### src/rtl/freq_counter_pkg.sv
// Shared types and helpers for the gate-time frequency counter and its filter.
// Latency: n/a (declarations only).
// Backpressure: n/a.
package freq_counter_pkg;

  // Sample width shared with the downstream 50 Hz filter.
  localparam int SAMPLE_W = 16;
  typedef logic [SAMPLE_W-1:0] sample_t;

  // Default gate window; gives the filter a 1-in-49-clock sample strobe.
  localparam int DEF_GATE_CYCLES = 49;

  // Unsigned clamp of val to max_val. Callers keep their operands well below
  // 32 bits, so the comparison never overflows.
  function automatic logic [31:0] sat(input logic [31:0] val, input logic [31:0] max_val);
    return (val > max_val) ? max_val : val;
  endfunction

endpackage

### src/rtl/sync_edge_det.sv
// Synchronises an asynchronous square wave and flags its rising edges.
// Latency: rise is high STAGES clocks after the input edge is first sampled.
// Backpressure: none; one rise pulse per synchronised edge.
//
// Ports:
//   clk       in   system clock
//   reset_n   in   asynchronous active-low reset; all flops clear to 0
//   async_in  in   asynchronous input
//   rise      out  one-cycle pulse per rising edge of the synchronised input
module sync_edge_det #(
  parameter int STAGES = 2   // >= 2 for metastability protection
) (
  input  logic clk,
  input  logic reset_n,
  input  logic async_in,
  output logic rise
);

  logic [STAGES-1:0] sync_q;
  logic              dly_q;

  always_ff @(posedge clk or negedge reset_n) begin
    if (!reset_n) begin
      sync_q <= '0;
      dly_q  <= 1'b0;
    end else begin
      sync_q <= {sync_q[STAGES-2:0], async_in};
      dly_q  <= sync_q[STAGES-1];
    end
  end

  assign rise = sync_q[STAGES-1] & ~dly_q;

endmodule

### src/rtl/freq_counter.sv
// Gate-time frequency counter: counts osc_in rising edges per GATE_CYCLES window.
// Latency: osc_in edge reaches edge_cnt after SYNC_STAGES+1 clocks; one strobe per window.
// Backpressure: none; the downstream stage must accept every out_valid strobe.
//
// Ports:
//   clk        in   system clock
//   reset_n    in   asynchronous active-low reset
//   osc_in     in   oscillator square wave, asynchronous to clk
//   en         in   count enable; low idles and clears the window
//   out_data   out  saturated edge count of the last completed window
//   out_valid  out  one-cycle strobe marking a new out_data
//   ovf_clr    in   (FREQ_COUNTER_OVF_EN only) clears the sticky overflow flag
//   ovf        out  (FREQ_COUNTER_OVF_EN only) sticky flag: a window was clamped
//
// Build option: define FREQ_COUNTER_OVF_EN to add the ovf/ovf_clr ports.
module freq_counter
  import freq_counter_pkg::*;
#(
  parameter int GATE_CYCLES = DEF_GATE_CYCLES,  // >= 4
  parameter int OUT_W       = SAMPLE_W,         // <= 30
  parameter int SYNC_STAGES = 2                 // >= 2
) (
  input  logic             clk,
  input  logic             reset_n,
  input  logic             osc_in,
  input  logic             en,
  output logic [OUT_W-1:0] out_data,
  output logic             out_valid
`ifdef FREQ_COUNTER_OVF_EN
  ,
  input  logic             ovf_clr,
  output logic             ovf
`endif
);

  localparam int CW = OUT_W + 1;
  localparam int GW = $clog2(GATE_CYCLES);
  localparam logic [GW-1:0] GATE_LAST = GW'(GATE_CYCLES - 1);
  // edge_cnt carries one extra bit so a window that overshoots the output
  // range is still distinguishable from one that lands exactly on the maximum.
  localparam logic [31:0] CNT_MAX = (32'd1 << CW) - 32'd1;
  localparam logic [31:0] OUT_MAX = (32'd1 << OUT_W) - 32'd1;

  logic          rise;
  logic [GW-1:0] gate_cnt;
  logic [CW-1:0] edge_cnt;
  logic          primed;
  logic [31:0]   sum;
  logic          close;

  sync_edge_det #(
    .STAGES (SYNC_STAGES)
  ) u_sync_edge_det (
    .clk      (clk),
    .reset_n  (reset_n),
    .async_in (osc_in),
    .rise     (rise)
  );

  // A rise on the close cycle is folded into the closing window.
  assign sum   = 32'(edge_cnt) + 32'(rise);
  assign close = en && (gate_cnt == GATE_LAST);

  always_ff @(posedge clk or negedge reset_n) begin
    if (!reset_n) begin
      gate_cnt  <= '0;
      edge_cnt  <= '0;
      primed    <= 1'b0;
      out_data  <= '0;
      out_valid <= 1'b0;
    end else if (!en) begin
      // Idle: window discarded, out_data and primed kept.
      gate_cnt  <= '0;
      edge_cnt  <= '0;
      out_valid <= 1'b0;
    end else if (close) begin
      gate_cnt  <= '0;
      edge_cnt  <= '0;
      out_data  <= OUT_W'(sat(sum, OUT_MAX));
      // The first window after reset may hold a spurious edge from the sync
      // chain leaving reset with osc_in high, so it is never emitted.
      out_valid <= primed;
      primed    <= 1'b1;
    end else begin
      gate_cnt  <= gate_cnt + 1'b1;
      edge_cnt  <= CW'(sat(sum, CNT_MAX));
      out_valid <= 1'b0;
    end
  end

`ifdef FREQ_COUNTER_OVF_EN
  logic clamped;
  assign clamped = sum > OUT_MAX;

  // Set has priority over clear.
  always_ff @(posedge clk or negedge reset_n) begin
    if (!reset_n) begin
      ovf <= 1'b0;
    end else if (close && clamped) begin
      ovf <= 1'b1;
    end else if (ovf_clr) begin
      ovf <= 1'b0;
    end
  end
`endif

endmodule

### config.mk
export PLATFORM = sky130hd
export DESIGN_NAME = freq_counter
export DESIGN_NICKNAME = d
export VERILOG_FILES = /design/src/rtl/freq_counter_pkg.sv /design/src/rtl/sync_edge_det.sv /design/src/rtl/freq_counter.sv
export SDC_FILE = /design/constraint.sdc
export NUM_CORES = 1
export LEC_CHECK = 0
export BUFFER_PORTS_ARGS = -buffer_cell sky130_fd_sc_hd__buf_2
export CAP_MARGIN = 10
export CORE_UTILIZATION = 37
export DETAILED_ROUTE_END_ITERATION = 16
export SYNTH_ARGS = -nofsm -noshare
export SYNTH_HDL_FRONTEND = slang
export SYNTH_HIERARCHICAL = 1
export SYNTH_SLANG_ARGS = --single-unit
### constraint.sdc
create_clock -name clk -period 2.77 [get_ports clk]
set_input_delay 0.554 -clock clk [delete_from_list [all_inputs] [get_ports clk]]
set_output_delay 0.554 -clock clk [all_outputs]
set_load 0.03 [all_outputs]
After elaboration in Yosys (flattened, before gate mapping)

Cells that the tools add are included.

Register bits after elaboration: 44
Bits of input ports: 4
Logic and storage cells: 24

Reduce and logical (&&, ||, !) cells: 2
Bitwise gates (word level): 2
Muxes and demuxes: 8
$lt $le $gt $ge: 2
Add/subtract/negate cells: 2
Equal/unequal tests: 1

Operators by type and width:

| cell                                                  | number |
|---|---|
| two-way mux 17 bit                                    | 3 |
| adder 17 x 1 -> 18 bit                                | 1 |
| > comparator 18 x 16 -> 1 bit (second input constant) | 1 |
| > comparator 18 x 17 -> 1 bit (second input constant) | 1 |
| two-way mux 16 bit                                    | 1 |
| two-way mux 6 bit                                     | 2 |
| adder 6 x 1 -> 6 bit (second input constant)          | 1 |
| == test 6 bit (second input constant)                 | 1 |
| two-way mux 1 bit                                     | 2 |
| AND reduction 2 bit                                   | 1 |
| AND 1 bit                                             | 1 |
| logical AND 1 bit                                     | 1 |
| NOT 1 bit                                             | 1 |

Logic depth before layout (Yosys ltp)

Depth after elaboration: 7
Gate-level depth with buffers: 7

Modules after synthesis

The synthesis kept the hierarchy.

Modules (own cells, without submodules):

| module        | area each (µm²) | times used | cells an instance | seq. area each (µm²) |
|---|---|---|---|---|
| freq_counter  | 1,861.8         | 1          | 178               | 1,026.0 |
| sync_edge_det | 88.8            | 1          | 4                 | 75.1 |

Least setup slack after synthesis

No wires, ideal clock.

Path kind: register to register
Start point: register u_sync_edge_det.dly_q
End point: register out_data[15]
Path buffers: 0
Required time: 2.611 ns
Library setup time: 0.159 ns
Setup slack: 0.620 ns
Cell stages (with the launch flop): 8
Arrival: 1.991 ns
Clock period less this slack: 2.150 ns
Path through: dfrtp_1 nor2b_4 ha_1 ha_1 nand4_1 nor4_4 mux2i_1 a41oi_1

Longest elaborated chain between the ends: 5

Ends and longest elaborated chain:

| what                          | line                   | RTL |
|---|---|---|
| from (decl)                   | sync_edge_det.sv:20    | `logic dly_q;` |
| from (signal assigned)        | sync_edge_det.sv:28    | `dly_q <= sync_q[STAGES-1];` |
| NOT 1 bit *                   | sync_edge_det.sv:32    | `assign rise = sync_q[STAGES-1] & ~dly_q;` |
| AND 1 bit *                   | sync_edge_det.sv:32    |  |
| net rise                      | freq_counter.sv:44     | `logic rise;` |
| adder 17 x 1 -> 18 bit *      | freq_counter.sv:61     | `assign sum = 32'(edge_cnt) + 32'(rise);` |
| > comparator 18 x 16 -> 1 bit | freq_counter_pkg.sv:16 | `return (val > max_val) ? max_val : val;` |
| two-way mux 16 bit *          | freq_counter_pkg.sv:16 |  |
| to (signal assigned)          | freq_counter.sv:79     | `out_data <= OUT_W'(sat(sum, OUT_MAX));` |
| to (decl)                     | freq_counter.sv:27     | `output logic [OUT_W-1:0] out_data,` |

Mark *: on every way through the listed nets, which the timed path passes. The rest lies on a longest branch.
A chain may end at the register's enable or synchronous reset.

Worst setup path in the final report

Ends and elaborated chain as after synthesis.

==> report_table.html <==
<table>
<tr><th>Metric</th><th>Value</th></tr>
<tr><th colspan="2">Status</th></tr>
<tr><td>Status</td><td>finished clean</td></tr>
<tr><th colspan="2">STA</th></tr>
<tr><td>Clock skew after layout</td><td>0.01257 ns</td></tr>
<tr><td>Highest attainable clock frequency</td><td>467.5 MHz</td></tr>
<tr><td>Final Slew Violations</td><td>0</td></tr>
<tr><td>Number of failing setup endpoints in the final timing report</td><td>0</td></tr>
<tr><td>Final worst hold slack</td><td>0.3496 ns</td></tr>
<tr><td>Count of final hold-check violations</td><td>0</td></tr>
<tr><td>Setup TNS Final</td><td>0 ns</td></tr>
<tr><td>Ratio of final minimum period to clock period</td><td>77.23%</td></tr>
<tr><td>Measured slew at the worst slew-check pin</td><td>0.9576 ns</td></tr>
<tr><td>Least setup slack across all paths after layout</td><td>0.6308 ns</td></tr>
<tr><td>Unrepaired setup endpoints after global routing</td><td>no</td></tr>
<tr><td>Rel. slew slack</td><td>36.16%</td></tr>
<tr><td>Clock period minus final worst setup slack</td><td>2.139 ns</td></tr>
<tr><th colspan="2">GRT</th></tr>
<tr><td>Initial antenna violation count</td><td>0</td></tr>
<tr><td>Pin count of the biggest net entering global routing</td><td>45</td></tr>
<tr><td>Met3 track demand over resource in global routing</td><td>4.552%</td></tr>
<tr><td>Gr busiest metal</td><td>met2</td></tr>
<tr><td>Total grt overflow</td><td>0</td></tr>
<tr><td>Total global-route track usage</td><td>15.01%</td></tr>
<tr><td>Met1 usage in global routing</td><td>18.28%</td></tr>
<tr><td>First-pass GRT wire length</td><td>6375 um</td></tr>
<tr><td>Vias in the first global route</td><td>1,402</td></tr>
<tr><td>GR Layer Usage met2</td><td>25.63%</td></tr>
<tr><th colspan="2">Min path</th></tr>
<tr><td>Path class of the lowest-slack min-delay path</td><td>reg2reg</td></tr>
<tr><td>Hold path cells</td><td>0</td></tr>
<tr><th colspan="2">Cells and area</th></tr>
<tr><td>Layout Nets</td><td>217</td></tr>
<tr><td>Share of post-route cells with drive strength above 1</td><td>19.62%</td></tr>
<tr><td>Inserted Diodes</td><td>0</td></tr>
<tr><td>Utilization after layout</td><td>44.07%</td></tr>
<tr><td>Final Cell Area</td><td>0.002251 mm2</td></tr>
<tr><td>Growth of design area from synthesis to finish</td><td>15.39%</td></tr>
<tr><th colspan="2">Setup path</th></tr>
<tr><td>Worst Setup Path Type</td><td>reg2reg</td></tr>
<tr><td>Critical Path End</td><td>out_data[15]</td></tr>
<tr><td>CP endpoint kind</td><td>flop</td></tr>
<tr><td>Reg-to-reg critical path endpoint</td><td>out_data[15]</td></tr>
<tr><td>Reg2Reg Depth</td><td>8</td></tr>
<tr><td>Worst R2R Setup Slack</td><td>0.63 ns</td></tr>
<tr><td>Launch point of the worst reg-to-reg path</td><td>u_sync_edge_det/dly_q</td></tr>
<tr><td>Crit Path Max Fanout</td><td>9</td></tr>
<tr><td>CP Launch Type</td><td>flop</td></tr>
<tr><td>Crit path from</td><td>u_sync_edge_det/dly_q</td></tr>
<tr><td>Arrival @ worst endpoint</td><td>2.28 ns</td></tr>
<tr><td>Worst EP required</td><td>2.91 ns</td></tr>
<tr><th colspan="2">Job</th></tr>
<tr><td>Max-cap viol count</td><td>0</td></tr>
<tr><th colspan="2">Detailed routing</th></tr>
<tr><td>Routed Wire Length</td><td>3586 um</td></tr>
<tr><td>Average via count per standard cell</td><td>5.050</td></tr>
<tr><td>Initial DRC count</td><td>59</td></tr>
<tr><td>Remaining number of nets flagged by the antenna check after routing</td><td>0</td></tr>
<tr><td>Wire length per cell</td><td>12.85 um</td></tr>
<tr><td>Number of iterations in the first detailed-routing pass</td><td>5</td></tr>
<tr><td>Total DRC errors in the routed layout</td><td>0</td></tr>
<tr><td>Overall via count from detail_route</td><td>1,409</td></tr>
<tr><th colspan="2">Synth</th></tr>
<tr><td>Netlist area before placement</td><td>0.001951 mm2</td></tr>
<tr><td>Synthesized instance count</td><td>182</td></tr>
<tr><td>Post-synthesis average cell area</td><td>10.72 um2</td></tr>
<tr><td>Sequential share of the synthesized area</td><td>56.45%</td></tr>
<tr><td>Synth Net Count</td><td>191</td></tr>
<tr><td>Yosys warns</td><td>6</td></tr>
<tr><td>Register bit count reported by yosys</td><td>44</td></tr>
<tr><td>Number of distinct standard cells referenced by the synthesized netlist</td><td>27</td></tr>
<tr><th colspan="2">Placed design</th></tr>
<tr><td>Worst setup timing slack at the placement stage</td><td>0.5998 ns</td></tr>
<tr><td>Quantity of I/O buffers inserted on ports</td><td>20</td></tr>
<tr><td>Placement Cell Area</td><td>0.002158 mm2</td></tr>
<tr><td>Final Wtd Congestion</td><td>0.7625</td></tr>
<tr><td>Detailed-placement wirelength estimate</td><td>2413 um</td></tr>
<tr><th colspan="2">Floorplan</th></tr>
<tr><td>I/O pins</td><td>21</td></tr>
<tr><td>Core region area</td><td>0.005107 mm2</td></tr>
<tr><td>Initial core utilization</td><td>38.19%</td></tr>
<tr><td>Area enclosed by the die boundary</td><td>0.005567 mm2</td></tr>
<tr><td>Height of the chip</td><td>74.61 um</td></tr>
<tr><td>Row count</td><td>26</td></tr>
<tr><td>Horizontal die dimension</td><td>74.61 um</td></tr>
<tr><th colspan="2">Clock network</th></tr>
<tr><td>Clk Latency, worst-skew pair</td><td>0.29 ns</td></tr>
<tr><td>Inserted Clock Buffers</td><td>5</td></tr>
<tr><td>Clock-pin slew on the worst setup and hold paths</td><td>0.08 ns</td></tr>
<tr><td>CTS tree</td><td>yes</td></tr>
<tr><td>H-tree levels</td><td>2</td></tr>
<tr><td>Clock root buffer</td><td>sky130_fd_sc_hd__clkbuf_8</td></tr>
<tr><td>Resized cells post-CTS</td><td>0</td></tr>
<tr><td>Setup bufs post-CTS</td><td>0</td></tr>
<tr><td>Number of buffers on the longest clock path</td><td>2</td></tr>
<tr><td>Cts hold-fix bufs</td><td>0</td></tr>
<tr><td>Clock sinks</td><td>44</td></tr>
<tr><th colspan="2">Pwr</th></tr>
<tr><td>Worst VDD drop</td><td>0.2974 mV</td></tr>
<tr><td>Leak Pwr</td><td>1.034 nW</td></tr>
<tr><td>P per Cell Area</td><td>500.8 mW/mm2</td></tr>
</table>
-- where the power goes --
part           switching [mW]  internal, mW  total [mW]  leakage (nW)
clock                   0.210         0.199       0.409        0.0510
sequential            0.00838         0.654       0.663         0.603
combinational          0.0391        0.0165      0.0556         0.380
total                   0.257         0.870        1.13          1.03
-- critical path: stages, from the launching register on --
cell and delay, ns:
sky130_fd_sc_hd__dfrtp_1 0.40, sky130_fd_sc_hd__nor2b_4 0.12, sky130_fd_sc_hd__ha_1 0.15, sky130_fd_sc_hd__ha_1 0.20, sky130_fd_sc_hd__nand4_1 0.32, sky130_fd_sc_hd__nor4_4 0.30
sky130_fd_sc_hd__mux2i_1 0.22, sky130_fd_sc_hd__buf_4 0.18, sky130_fd_sc_hd__a41oi_1 0.12
-- routing by layer --
layer / vias up / share of wire [%]
met4: 0 / 0.45
met2: 19 / 48
met5: - / 0
met1: 694 / 48
li1: 691 / -
met3: 5 / 3.6
-- cell type report --
type / count / area (um2)
flip-flops and latches: 44 / 1101
multi-input cells: 122 / 790.8
clock inverters: 2 / 10.01
fillers: 524 / 2856
inverters: 9 / 33.78
well taps: 70 / 87.58
clock buffers: 6 / 82.58
repair buffers: 26 / 145.1
-- per-stage QoR --
step / instances / power [mW]
3_3_place_gp: 271 / 0.7324
3_5_place_dp: 271 / 0.7330
2_1_floorplan: 182 / 0.7070
5_1_grt: 279 / 1.174
4_1_cts: 279 / 1.144
6_report: 279 / 1.127
-- flip-flops by register name, indices dropped and copies added, names as in the netlist --
signal	flops
edge_cnt	17
out_data	16
gate_cnt	6
u_sync_edge_det/sync_q	2
out_valid	1
primed	1
u_sync_edge_det/dly_q	1
-- how the worst min path moves through the flow --
| stage | slack [ns] | from | to |
|---|---|---|---|
| 3_5_place_dp | 0.33 | u_sync_edge_det/sync_q[0] | u_sync_edge_det/sync_q[1] |
| 4_1_cts | 0.35 | u_sync_edge_det/sync_q[0] | u_sync_edge_det/sync_q[1] |
| 3_3_place_gp | 0.34 | u_sync_edge_det/sync_q[0] | u_sync_edge_det/sync_q[1] |
| 5_1_grt | 0.35 | osc_in | u_sync_edge_det/sync_q[0] |
| 2_1_floorplan | 0.26 | reset_n | edge_cnt[0] |
| 6_report | 0.35 | u_sync_edge_det/sync_q[0] | u_sync_edge_det/sync_q[1] |
-- logic make-up after synthesis --
group	Yosys count	share of synthesized area [%]
compound gates	36	12.06
mux	1	0.5132
xor+xnor	17	7.633
fa+ha+maj	5	3.207
simple gates	63	16.87
flops	44	56.45
buf+inv	16	3.271
-- cell usage after synthesis, drive strengths merged --
| library cell | n | area [um2] |
|---|---|---|
| and2 | 1 | 6.260 |
| and3 | 2 | 12.51 |
| nand2b | 1 | 6.260 |
| ha | 5 | 62.56 |
| nor4 | 4 | 40.04 |
| a311oi | 1 | 8.760 |
| clkbuf | 4 | 15.01 |
| xnor2 | 14 | 122.6 |
| o21ai | 1 | 5.000 |
| mux2i | 1 | 10.01 |
| or2 | 1 | 6.260 |
| a41oi | 9 | 78.83 |
| a31oi | 8 | 50.05 |
| nand4 | 5 | 46.29 |
| dfrtp | 44 | 1101 |
| nor2b | 1 | 13.76 |
| a21oi | 15 | 75.07 |
| nand2 | 5 | 18.77 |
| nor2 | 29 | 108.9 |
| xor2 | 3 | 26.28 |
| a31o | 2 | 17.52 |
| nand3 | 9 | 45.04 |
| buf | 3 | 15.01 |
| nor3 | 5 | 25.02 |
| inv | 9 | 33.78 |
-- placed cells by master, fill, tap and decap left out, drive strengths merged, types with 4 or more instances in the layout --
master   n
a21oi   15
a31oi    8
a41oi    9
buf     26
clkbuf   6
dfrtp   44
ha       5
inv      9
nand2    5
nand3    9
nand4    5
nor2    29
nor3     5
nor4     4
xnor2   14
No activity file was read; power rests on OpenSTA's default activity.
